## config.mk

```make
export PLATFORM = sky130hd
export DESIGN_NAME = pim_host_sequencer
export DESIGN_NICKNAME = d
export VERILOG_FILES = /design/src/rtl/pim_host_sequencer.sv
export SDC_FILE = /design/constraint.sdc
export NUM_CORES = 1
export LEC_CHECK = 0
export CAP_MARGIN = 20
export CELL_PAD_IN_SITES_DETAIL_PLACEMENT = 0
export CELL_PAD_IN_SITES_GLOBAL_PLACEMENT = 1
export CORE_MARGIN = 8
export CORE_UTILIZATION = 35
export DETAILED_ROUTE_END_ITERATION = 7
export PLACE_DENSITY_LB_ADDON = 0.1
export SLEW_MARGIN = 0
export SYNTH_ARGS = -nofsm -noshare
export SYNTH_HDL_FRONTEND = slang
export SYNTH_SLANG_ARGS = --single-unit
```

## constraint.sdc

```tcl
create_clock -name clk_i -period 2.2 [get_ports clk_i]
set_input_delay 0.44 -clock clk_i [delete_from_list [all_inputs] [get_ports clk_i]]
set_output_delay 0.44 -clock clk_i [all_outputs]
set_load 0.02 [all_outputs]
```

## src/rtl/pim_host_sequencer.sv

```systemverilog
// Bus initiator for peri_top: loads the input buffer, issues one command, polls
// STATUS until not busy, then drains the output buffer to a valid/ready stream.
module pim_host_sequencer #(
  parameter logic [31:0] BASE_ADDR    = 32'h4000_0000,
  parameter int unsigned N_IN_WORDS   = 16,
  parameter int unsigned N_OUT_WORDS  = 32,
  parameter int unsigned POLL_TIMEOUT = 4096
) (
  input  logic        clk_i,
  input  logic        rst_ni,
  input  logic        job_valid_i,
  output logic        job_ready_o,
  input  logic [2:0]  job_mode_i,
  input  logic [6:0]  job_row_i,
  input  logic [8:0]  job_col_i,
  input  logic        in_valid_i,
  output logic        in_ready_o,
  input  logic [31:0] in_data_i,
  output logic        out_valid_o,
  input  logic        out_ready_i,
  output logic [31:0] out_data_o,
  output logic        done_o,
  output logic        err_o,
  output logic [31:0] peri_addr_o,
  output logic [31:0] peri_data_o,
  input  logic [31:0] peri_data_i
);

  localparam int unsigned IN_CW   = $clog2(N_IN_WORDS + 1);
  localparam int unsigned OUT_CW  = $clog2(N_OUT_WORDS + 1);
  localparam int unsigned POLL_CW = $clog2(POLL_TIMEOUT + 1);

  localparam logic [31:0] ADDR_INBUF  = BASE_ADDR + 32'h04;
  localparam logic [31:0] ADDR_CMD    = BASE_ADDR + 32'h08;
  localparam logic [31:0] ADDR_OUTBUF = BASE_ADDR + 32'h0C;
  localparam logic [31:0] ADDR_STATUS = BASE_ADDR + 32'h10;

  typedef enum logic [3:0] {
    S_IDLE,
    S_LOAD,
    S_ISSUE,
    S_POLL,
    S_POLL_WAIT,
    S_POLL_CHECK,
    S_DRAIN_REQ,
    S_DRAIN_WAIT,
    S_DRAIN_CAP,
    S_DRAIN_HOLD,
    S_DONE
  } state_t;

  state_t               state_q, state_d;
  logic [2:0]           mode_q, mode_d;
  logic [6:0]           row_q, row_d;
  logic [8:0]           col_q, col_d;
  logic [IN_CW-1:0]     in_cnt_q, in_cnt_d;
  logic [OUT_CW-1:0]    out_cnt_q, out_cnt_d;
  logic [POLL_CW-1:0]   poll_cnt_q, poll_cnt_d;
  logic                 err_q, err_d;
  logic [31:0]          addr_q, addr_d;
  logic [31:0]          data_q, data_d;
  logic [31:0]          out_data_q, out_data_d;
  logic                 out_valid_q, out_valid_d;

  function automatic logic needs_in(input logic [2:0] m);
    return (m == 3'd1) || (m == 3'd3) || (m == 3'd4);
  endfunction

  function automatic logic needs_out(input logic [2:0] m);
    return (m == 3'd2) || (m == 3'd3) || (m == 3'd4);
  endfunction

  always_ff @(posedge clk_i or negedge rst_ni) begin
    if (!rst_ni) begin
      state_q     <= S_IDLE;
      mode_q      <= '0;
      row_q       <= '0;
      col_q       <= '0;
      in_cnt_q    <= '0;
      out_cnt_q   <= '0;
      poll_cnt_q  <= '0;
      err_q       <= 1'b0;
      addr_q      <= '0;
      data_q      <= '0;
      out_data_q  <= '0;
      out_valid_q <= 1'b0;
    end else begin
      state_q     <= state_d;
      mode_q      <= mode_d;
      row_q       <= row_d;
      col_q       <= col_d;
      in_cnt_q    <= in_cnt_d;
      out_cnt_q   <= out_cnt_d;
      poll_cnt_q  <= poll_cnt_d;
      err_q       <= err_d;
      addr_q      <= addr_d;
      data_q      <= data_d;
      out_data_q  <= out_data_d;
      out_valid_q <= out_valid_d;
    end
  end

  // Bus outputs are registered, so every access is decided one state ahead of
  // where it appears; read data is sampled two states after the request.
  always_comb begin
    state_d     = state_q;
    mode_d      = mode_q;
    row_d       = row_q;
    col_d       = col_q;
    in_cnt_d    = in_cnt_q;
    out_cnt_d   = out_cnt_q;
    poll_cnt_d  = poll_cnt_q;
    err_d       = err_q;
    addr_d      = '0;
    data_d      = '0;
    out_data_d  = out_data_q;
    out_valid_d = out_valid_q;
    job_ready_o = 1'b0;
    in_ready_o  = 1'b0;
    done_o      = 1'b0;

    unique case (state_q)
      S_IDLE: begin
        job_ready_o = 1'b1;
        if (job_valid_i) begin
          mode_d     = job_mode_i;
          row_d      = job_row_i;
          col_d      = job_col_i;
          err_d      = 1'b0;
          in_cnt_d   = '0;
          out_cnt_d  = '0;
          poll_cnt_d = '0;
          if (job_mode_i > 3'd4) begin
            err_d   = 1'b1;
            state_d = S_DONE;
          end else if (needs_in(job_mode_i)) begin
            state_d = S_LOAD;
          end else begin
            state_d = S_ISSUE;
          end
        end
      end

      S_LOAD: begin
        in_ready_o = 1'b1;
        if (in_valid_i) begin
          addr_d   = ADDR_INBUF;
          data_d   = in_data_i;
          in_cnt_d = in_cnt_q + 1'b1;
          if (in_cnt_q == IN_CW'(N_IN_WORDS - 1)) begin
            state_d = S_ISSUE;
          end
        end
      end

      S_ISSUE: begin
        addr_d  = ADDR_CMD;
        data_d  = {13'b0, mode_q, row_q, col_q};
        state_d = S_POLL;
      end

      S_POLL: begin
        addr_d     = ADDR_STATUS;
        poll_cnt_d = '0;
        state_d    = S_POLL_WAIT;
      end

      S_POLL_WAIT: begin
        state_d = S_POLL_CHECK;
      end

      S_POLL_CHECK: begin
        if (!peri_data_i[0]) begin
          if (needs_out(mode_q)) begin
            out_cnt_d = '0;
            state_d   = S_DRAIN_REQ;
          end else begin
            state_d = S_DONE;
          end
        end else if (poll_cnt_q == POLL_CW'(POLL_TIMEOUT - 1)) begin
          err_d   = 1'b1;
          state_d = S_DONE;
        end else begin
          poll_cnt_d = poll_cnt_q + 1'b1;
          addr_d     = ADDR_STATUS;
          state_d    = S_POLL_WAIT;
        end
      end

      S_DRAIN_REQ: begin
        if (!out_valid_q) begin
          addr_d  = ADDR_OUTBUF;
          data_d  = 32'(out_cnt_q);
          state_d = S_DRAIN_WAIT;
        end
      end

      S_DRAIN_WAIT: begin
        state_d = S_DRAIN_CAP;
      end

      S_DRAIN_CAP: begin
        out_data_d  = peri_data_i;
        out_valid_d = 1'b1;
        state_d     = S_DRAIN_HOLD;
      end

      S_DRAIN_HOLD: begin
        if (out_ready_i) begin
          out_valid_d = 1'b0;
          if (out_cnt_q == OUT_CW'(N_OUT_WORDS - 1)) begin
            state_d = S_DONE;
          end else begin
            out_cnt_d = out_cnt_q + 1'b1;
            state_d   = S_DRAIN_REQ;
          end
        end
      end

      S_DONE: begin
        done_o  = 1'b1;
        state_d = S_IDLE;
      end

      default: begin
        state_d = S_IDLE;
      end
    endcase
  end

  assign err_o       = err_q;
  assign peri_addr_o = addr_q;
  assign peri_data_o = data_q;
  assign out_data_o  = out_data_q;
  assign out_valid_o = out_valid_q;

endmodule

```

Yosys cells after proc, flatten, opt, wreduce, memory -nomap -nowiden --
Cells that the tools add are included. W data, S select, Z words.
Cells by class: equality and inequality tests 30, reductions and logical operators 17, add/sub/neg operators 3, $lt $le $gt $ge 1, multiplexer cells 43
Operator list (count):
- $pmux W31 S5 | 1
- $mux W31 | 4
- $pmux W32 S3 | 1
- $mux W4 | 10
- $pmux W4 S10 | 1
- $mux W13 | 3
- $pmux W13 S3 | 1
- $mux W6 | 6
- $mux W32 | 1
- $ne A2 B2 Y1 const B | 11
- $pmux W6 S3 | 1
- $eq A4 B3 Y1 const B | 4
- $add A13 B1 Y13 const B | 1
- $eq A13 B12 Y1 const B | 1
- $eq A4 B4 Y1 const B | 3
- $mux W5 | 2
- $pmux W5 S2 | 1
- $eq A3 B2 Y1 const B | 3
- $eq A4 B2 Y1 const B | 2
- $mux W1 | 8
- $reduce_and A4 Y1 | 2
- $add A6 B1 Y6 const B | 1
- $eq A3 B3 Y1 const B | 2
- $eq A6 B5 Y1 const B | 1
- 15 further kinds | 23
Storage, ports and cells: bits in registers 145, bits of input ports 88, word-level logic and storage cells 106, output and inout port bits 101

Logic depth before layout (Yosys ltp) --
Gate-level depths: netlist of run 1.
depth in word-level cells 7, mapped depth 8, depth with buffers taken out 8

Worst setup path after synthesis of run 1 --
No wires, ideal clock.
path kind register to register, start point register state_q[1], end point register poll_cnt_q[11], period minus slack after synthesis 1.979 ns, setup slack 0.221 ns, arrival 1.844 ns, cell stages (with the launch flop) 8, library setup time 0.135 ns, buffers on the path 2, cell sequence dfrtp_1 buf_6 or4b_1 a31o_1 buf_6 a2111oi_4 xnor2_1 nor2_2
On the way: cells in the longest elaborated chain, start to end 3, elaborated cells between the ends (all ways) 9, classes of those cells eq/ne: 5; mux: 1; reduce/logical: 3
RTL lines:
- from (decl) | RTL line 52 | state_t state_q, state_d;
- from (signal assigned) | RTL line 88 | state_q <= state_d;
- $eq A4 B3 Y1, or another cell as far along | RTL line 122 | unique case (state_q)
- $ne A2 B2 Y1 (no line) / $reduce_bool A3 Y1 (equally long branches)
- $reduce_and A4 Y1 (no line)
- to (signal assigned) | RTL line 94 | poll_cnt_q <= poll_cnt_d;
- to (decl) | RTL line 58 | logic [POLL_CW-1:0] poll_cnt_q, poll_cnt_d;
Several ways; a longest one is shown, not always the timed one. A chain may end at the register's enable or synchronous reset.

Worst setup path in the final report of run 1 --
start point register state_q[1], end point output port in_ready_o
On the way: cells in the longest elaborated chain, start to end 2
RTL lines:
- $eq A4 B1 Y1 | RTL line 122
- $mux W1 | RTL line 122
- to (decl) | RTL line 17 | output logic in_ready_o,
No other way between the ends.

==> impl_results.md, run 1 <==
* Share of synthesized registers carrying an async set or reset at 1.00
* Slew HR at 0.635
* Clock tree from TritonCTS: yes
* Crit Path Max Fanout at 6
* Final Slew Violations at 0
* Buffering stage count on the worst path with inverters included at 1
* Endpoint required time on the critical path at 1760 ps
* Post-placement setup slack at -216 ps
* Register bit total from synthesis at 117
* Result of the run: finished, final reports clean
* Period utilisation layout at 0.958
* Category of the worst setup path capture point: output pin
* Synthesized instance count at 445
* Die Y-Extent at 139 um
* First-pass detailed-route iteration total at 5
* Count of flip-flops with a built-in enable after synthesis at 0
* Antenna violations before repair at 0
* Count of input and output buffers at 160
* Cell variety after synth at 62
* Worst hold path class: input port to asynchronous set/reset pin
* Slowest cell on the critical path: sky130_fd_sc_hd__dfrtp_1
* Detailed Route Iter0 Violations at 179
* Cell area after technology mapping at 5330 sq um
* Total Die Area at 19400 sq um
* Unrepaired setup endpoints after global routing: false
* Via density at 4.85
* Final Total Pwr at 10200 uW
* Clock-pin slew on the worst setup and hold paths at 50 ps
* Overflow after GRT at 0
* Top-level port count at 189
* Highest Clock Rate at 0.475 GHz
* Main flop type after synthesis: sky130_fd_sc_hd__dfrtp_1
* Clock insertion delay at the later pin of the skew report at 410 ps
* Largest net degree at the start of global routing at 41
* Leading cell type in the layout, fill and taps excluded: sky130_fd_sc_hd__clkdlybuf4s50_1
* Number of global-route vias before repair at 4440
* Maximum buffer depth of the clock tree at 2
* Final weighted congestion of routability-driven global placement at 0.818
* Count of maximum capacitance violations at 0
* Critical path class: flop to output pin
* Antenna-violating nets left at 0
* Number of warnings reported in the yosys synthesis log at 0
* Routed wire length per instance at 17.3 um
* Cell at the root of the clock tree: sky130_fd_sc_hd__clkbuf_16
* Setup-violating endpoint count in the final report at 0
* Syn-to-layout area delta at 47.4%
* Via count at 4066
* Final layout net count at 729
* Sequential share of the synthesized area at 0.550
* H-tree lvl count at 4
* Arrival time of data at the critical path endpoint at 1670 ps
* # Post-CTS Setup Buffers at 0
* Remaining design rule violation count at 0
* Family with the most delay on the worst path: flip-flops
* Slack of the critical path at 93.0 ps
* Maximum clock skew at final layout at 8.55 ps
* Worst ir drop on vdd at 0.699 mV
* Routed WL at 14500 um
* Type of element launching the critical path: flop
* Power density over the cells at 1290 nW/um^2
* Critical path, cell by cell: nor4b_2, clkdlybuf4s15_1
* Commonest cells after routing, fill and taps aside: 156 x sky130_fd_sc_hd__clkdlybuf4s50_1, 117 x sky130_fd_sc_hd__dfrtp_1, 52 x sky130_fd_sc_hd__mux2_2
* Sinks on the clock net at 117
* Final HPWL DP at 10900 um
* Proportion of layout cells with a drive suffix above 1 at 0.225
* Synthesized area divided by synthesized cell count at 12.0 sq um
* Number of clock buffers inserted by TritonCTS at 17
* Highest cell delay on the worst timing path at 460 ps
* Reg2Reg Setup Slack at 140 ps
* Hold Fails Final Rpt at 0
* Tot GR Track Use at 0.156
* Starting density of the core at 0.354
* Finished Core Util at 0.523
* Shortest period the worst path allows at 2110 ps
* Cts hold-fix bufs at 0
* Ant. Diodes at 0
* Core area at 15000 sq um
* Placement row count at 45
* Leakage power at 0.00346 uW
* Final-layout fill cell count at 1333
* First-pass GRT wire length at 24300 um
* Slew @ Worst Pin at 548 ps
* DIE WIDTH at 139 um
-- logic make-up after synthesis --
family,synth area share
flip-flops,0.550
AND/OR/NAND/NOR,0.121
AO/OA/AOI/OAI,0.120
buffers and inverters,0.0702
multiplexers,0.112
XOR/XNOR,0.0181
adder cells (fa/ha/maj),0.00939
other,0.000704
-- final timing paths --
kind                       cells after the start                   start                    endpoint
hold / removal                                 1                  rst_ni   peri_data_o[20]$_DFF_PN0_
min in group clk_i                             1    row_q[0]$_DFFE_PN0P_    peri_data_o[9]$_DFF_PN0_
max in group asynchronous                      2                  rst_ni        row_q[3]$_DFFE_PN0P_
setup / recovery                               2  state_q[1]$_DFFE_PN0P_                  in_ready_o
hold reg to reg                                1    row_q[0]$_DFFE_PN0P_    peri_data_o[9]$_DFF_PN0_
setup reg to reg                               5  state_q[0]$_DFFE_PN0P_  poll_cnt_q[10]$_DFFE_PN0P_
-- sequential cells by signal, indices dropped and copies added (netlist names) --
signal,count
col_q,9
err_o,1
in_cnt_q,5
mode_q,3
out_cnt_q,6
out_data_o,32
out_valid_o,1
peri_addr_o,4
peri_data_o,32
poll_cnt_q,13
row_q,7
state_q,4
-- synthesized netlist by cell type, drive strengths merged (3+ instances only) --
master,n,area (sq um)
xnor2,9,78.8
a22o,14,123
nand4,7,43.8
nand2,19,71.3
and2,3,18.8
nand3,9,45.0
a21o,3,22.5
clkbuf,10,37.5
buf,41,284
or2,4,25.0
o22ai,3,18.8
o21ai,15,75.1
nor2,28,108
ha,4,50.1
a211oi,10,110
mux2,52,586
a222oi,6,60.1
a21oi,11,55.1
and3,17,106
dfrtp,117,2930
nand2b,5,31.3
inv,14,52.6
nor3,5,25.0
nand3b,3,22.5
-- metrics by stage --
step | std cells | hold WS (ps) | setup TNS, ps | cell area [sq um]
3_3_place_gp | 805 | 461 | -1830 | 7300
5_1_grt | 838 | 48.1 | 0 | 7860
4_1_cts | 838 | 19.3 | 0 | 7860
6_report | 838 | 13.7 | 0 | 7860
2_1_floorplan | 472 | 144 | 0 | 5430
3_5_place_dp | 806 | 461 | -2390 | 7300
-- where the power goes --
| group | internal (uW) | switching (uW) | leakage, uW |
|---|---|---|---|
| Combinational | 2150 | 2080 | 0.00169 |
| Sequential | 2920 | 412 | 0.00150 |
| Clock | 1600 | 986 | 0.000271 |
| Total | 6680 | 3480 | 0.00346 |
-- metal layers --
metal	global-route usage	routed length [um]	vias to the layer above
met3	0.0622	1280	18
met2	0.249	6780	156
met1	0.189	6230	1967
met5	0	0	-
met4	0.0503	199	0
li1	-	-	1925
-- what timing repair did --
item | in CTS | in global routing
gates resized for setup | 5 | 4
setup endpoints to repair | 3 | 3
endpoints found under the hold margin | 0 | 0
-- cell type report --
class | count | area, sq um | area share
clock inverters | 13 | 108 | 0.0137
flip-flops and latches | 117 | 2930 | 0.373
inverters | 14 | 52.6 | 0.00669
multi-input cells | 290 | 2140 | 0.272
well taps | 188 | 235 | 0.0299
clock buffers | 19 | 453 | 0.0577
repair buffers | 197 | 1940 | 0.247
(Power assumes the default switching activity.)
==> run 2: changes to the inputs <==
CAP_MARGIN = 40   (was 20)
SLEW_MARGIN = not set   (was 0)
==> impl_results.md, run 2 (synthesis results as in run 1) <==
* Critical path, cell by cell: nor4b_2, clkdlybuf4s15_1
* Final weighted congestion of routability-driven global placement at 0.818 (unchanged)
* Slew HR at 0.640 (+0.00579)
* Register-to-Register Path Depth at 6 (+1)
* Period utilisation layout at 0.954 (-0.00418)
* Clock-pin slew on the worst setup and hold paths at 50 ps (about the same)
* Shortest period the worst path allows at 2100 ps (-9.21 ps)
* Maximum clock skew at final layout at 5.30 ps (-3.25 ps)
* Proportion of layout cells with a drive suffix above 1 at 0.219 (-0.00548)
* Overflow after GRT at 0 (unchanged)
* Count of input and output buffers at 160 (unchanged)
* Tot GR Track Use at 0.155 (-0.00158)
* Sinks on the clock net at 117 (unchanged)
* Remaining design rule violation count at 0 (unchanged)
* Slowest cell on the critical path: sky130_fd_sc_hd__dfrtp_1
* Worst hold path class: input port to asynchronous set/reset pin
* # Post-CTS Setup Buffers at 0 (unchanged)
* Worst ir drop on vdd at 0.686 mV (-2.0%)
* Antenna violations before repair at 0 (unchanged)
* Placed Instances at 806 (unchanged)
* Arrival time of data at the critical path endpoint at 1660 ps (about the same)
* Post-placement setup slack at -225 ps (-8.95 ps)
* Via count at 4072 (+0.15%)
* First-pass GRT wire length at 24000 um (-1.3%)
* Hold Fails Final Rpt at 0 (unchanged)
* Routed wire length per instance at 17.1 um (-1.1%)
* Die Y-Extent at 139 um (unchanged)
* Unrepaired setup endpoints after global routing: false
* Critical Path Stages at 2 (unchanged)
* Cell at the root of the clock tree: sky130_fd_sc_hd__clkbuf_16
* Starting density of the core at 0.354 (unchanged)
* Leading cell type in the layout, fill and taps excluded: sky130_fd_sc_hd__clkdlybuf4s50_1
* Final HPWL DP at 10900 um (-0.40%)
* DIE WIDTH at 139 um (unchanged)
* Power density over the cells at 1300 nW/um^2 (+0.85%)
* Top-level port count at 189 (unchanged)
* Leakage power at 0.00347 uW (+0.17%)
* Type of element launching the critical path: flop
* Clock insertion delay at the later pin of the skew report at 400 ps (about the same)
* Detailed Route Iter0 Violations at 178 (-0.56%)
* Via density at 4.87 (+0.39%)
* First-pass detailed-route iteration total at 6 (+1)
* Number of global-route vias before repair at 4413 (-0.61%)
* Result of the run: finished, final reports clean
* Commonest cells after routing, fill and taps aside: 156 x sky130_fd_sc_hd__clkdlybuf4s50_1, 117 x sky130_fd_sc_hd__dfrtp_1, 52 x sky130_fd_sc_hd__mux2_2
* Core area at 15000 sq um (unchanged)
* Placement row count at 45 (unchanged)
* Final-layout fill cell count at 1352 (+1.4%)
* Final Total Pwr at 10300 uW (+1.1%)
* Slack of the critical path at 102 ps (+9.21 ps)
* Largest net degree at the start of global routing at 41 (unchanged)
* Maximum buffer depth of the clock tree at 2 (unchanged)
* Number of clock buffers inserted by TritonCTS at 17 (unchanged)
* Slew @ Worst Pin at 539 ps (-8.69 ps)
* Highest cell delay on the worst timing path at 460 ps (about the same)
* Cts hold-fix bufs at 0 (unchanged)
* Post-route insts no fill at 836 (-0.24%)
* Crit Path Max Fanout at 6 (unchanged)
* Final Slew Violations at 0 (unchanged)
* Total Die Area at 19400 sq um (unchanged)
* Total negative slack for setup checks at 0 ps (unchanged)
* Highest Clock Rate at 0.477 GHz (+0.44%)
* Buffering stage count on the worst path with inverters included at 1 (unchanged)
* Routed WL at 14300 um (-1.3%)
* Setup-violating endpoint count in the final report at 0 (unchanged)
* Final layout net count at 729 (unchanged)
* Ant. Diodes at 0 (unchanged)
* Endpoint required time on the critical path at 1760 ps (about the same)
* Count of maximum capacitance violations at 0 (unchanged)
* Critical path class: flop to output pin
* H-tree lvl count at 4 (unchanged)
* Clock tree from TritonCTS: yes
* Family with the most delay on the worst path: flip-flops
* Category of the worst setup path capture point: output pin
* Antenna-violating nets left at 0 (unchanged)
* Syn-to-layout area delta at 47.7%
[run 2: worst register-to-register path, stage by stage, from the launching register on]
cell and delay [ps]:
sky130_fd_sc_hd__dfrtp_1 470, sky130_fd_sc_hd__buf_4 210, sky130_fd_sc_hd__and4bb_2 390, sky130_fd_sc_hd__o21ai_1 90, sky130_fd_sc_hd__a211o_1 320, sky130_fd_sc_hd__or2_1 280
sky130_fd_sc_hd__o31ai_1 240
[run 2: metal layers]
layer,wire length [um],vias up,share of wire,GRT usage
li1,-,1926,-,-
met1,6110,1991,0.43,0.188
met2,6910,144,0.48,0.250
met3,1140,11,0.080,0.0585
met4,140,0,0.0098,0.0468
met5,0,-,0,0
[run 2: per-stage QoR]
step | utilization | hold slack [ps] | area [sq um]
2_1_floorplan | - | 144 | 5430
3_3_place_gp | 0.485 | 461 | 7300
3_5_place_dp | 0.486 | 467 | 7300
4_1_cts | 0.524 | 24.5 | 7880
5_1_grt | 0.524 | 53.1 | 7870
6_report | 0.524 | 17.9 | 7870
[run 2: worst paths after layout]
kind	startpoint	endpoint	slack [ps]
max in group asynchronous	rst_ni	row_q[3]$_DFFE_PN0P_	1590
min in group clk_i	row_q[0]$_DFFE_PN0P_	peri_data_o[9]$_DFF_PN0_	480
worst min-delay path	rst_ni	peri_data_o[20]$_DFF_PN0_	20
worst min register to register	row_q[0]$_DFFE_PN0P_	peri_data_o[9]$_DFF_PN0_	480
worst max-delay path	state_q[1]$_DFFE_PN0P_	in_ready_o	100
worst max register to register	state_q[2]$_DFFE_PN0P_	out_cnt_q[3]$_DFFE_PN0P_	110
[run 2: power breakdown]
part / internal (uW) / switching [uW]
Clock: 1790 / 915
Sequential: 2920 / 409
Combinational: 2150 / 2070
[run 2: layout make-up]
type / instances / area (sq um) / area share
inverters: 14 / 52.6 / 0.00668
flip-flops and latches: 117 / 2930 / 0.372
repair buffers: 197 / 1940 / 0.246
clock buffers: 20 / 447 / 0.0567
clock inverters: 10 / 133 / 0.0168
multi-input cells: 290 / 2140 / 0.271
well taps: 188 / 235 / 0.0299
[run 2: timing repair]
action                                  CTS  global route
pin swaps                                 0             0
endpoints found under the hold margin     0             0
endpoints found under the setup margin    3             3
gates resized for setup                   5             3
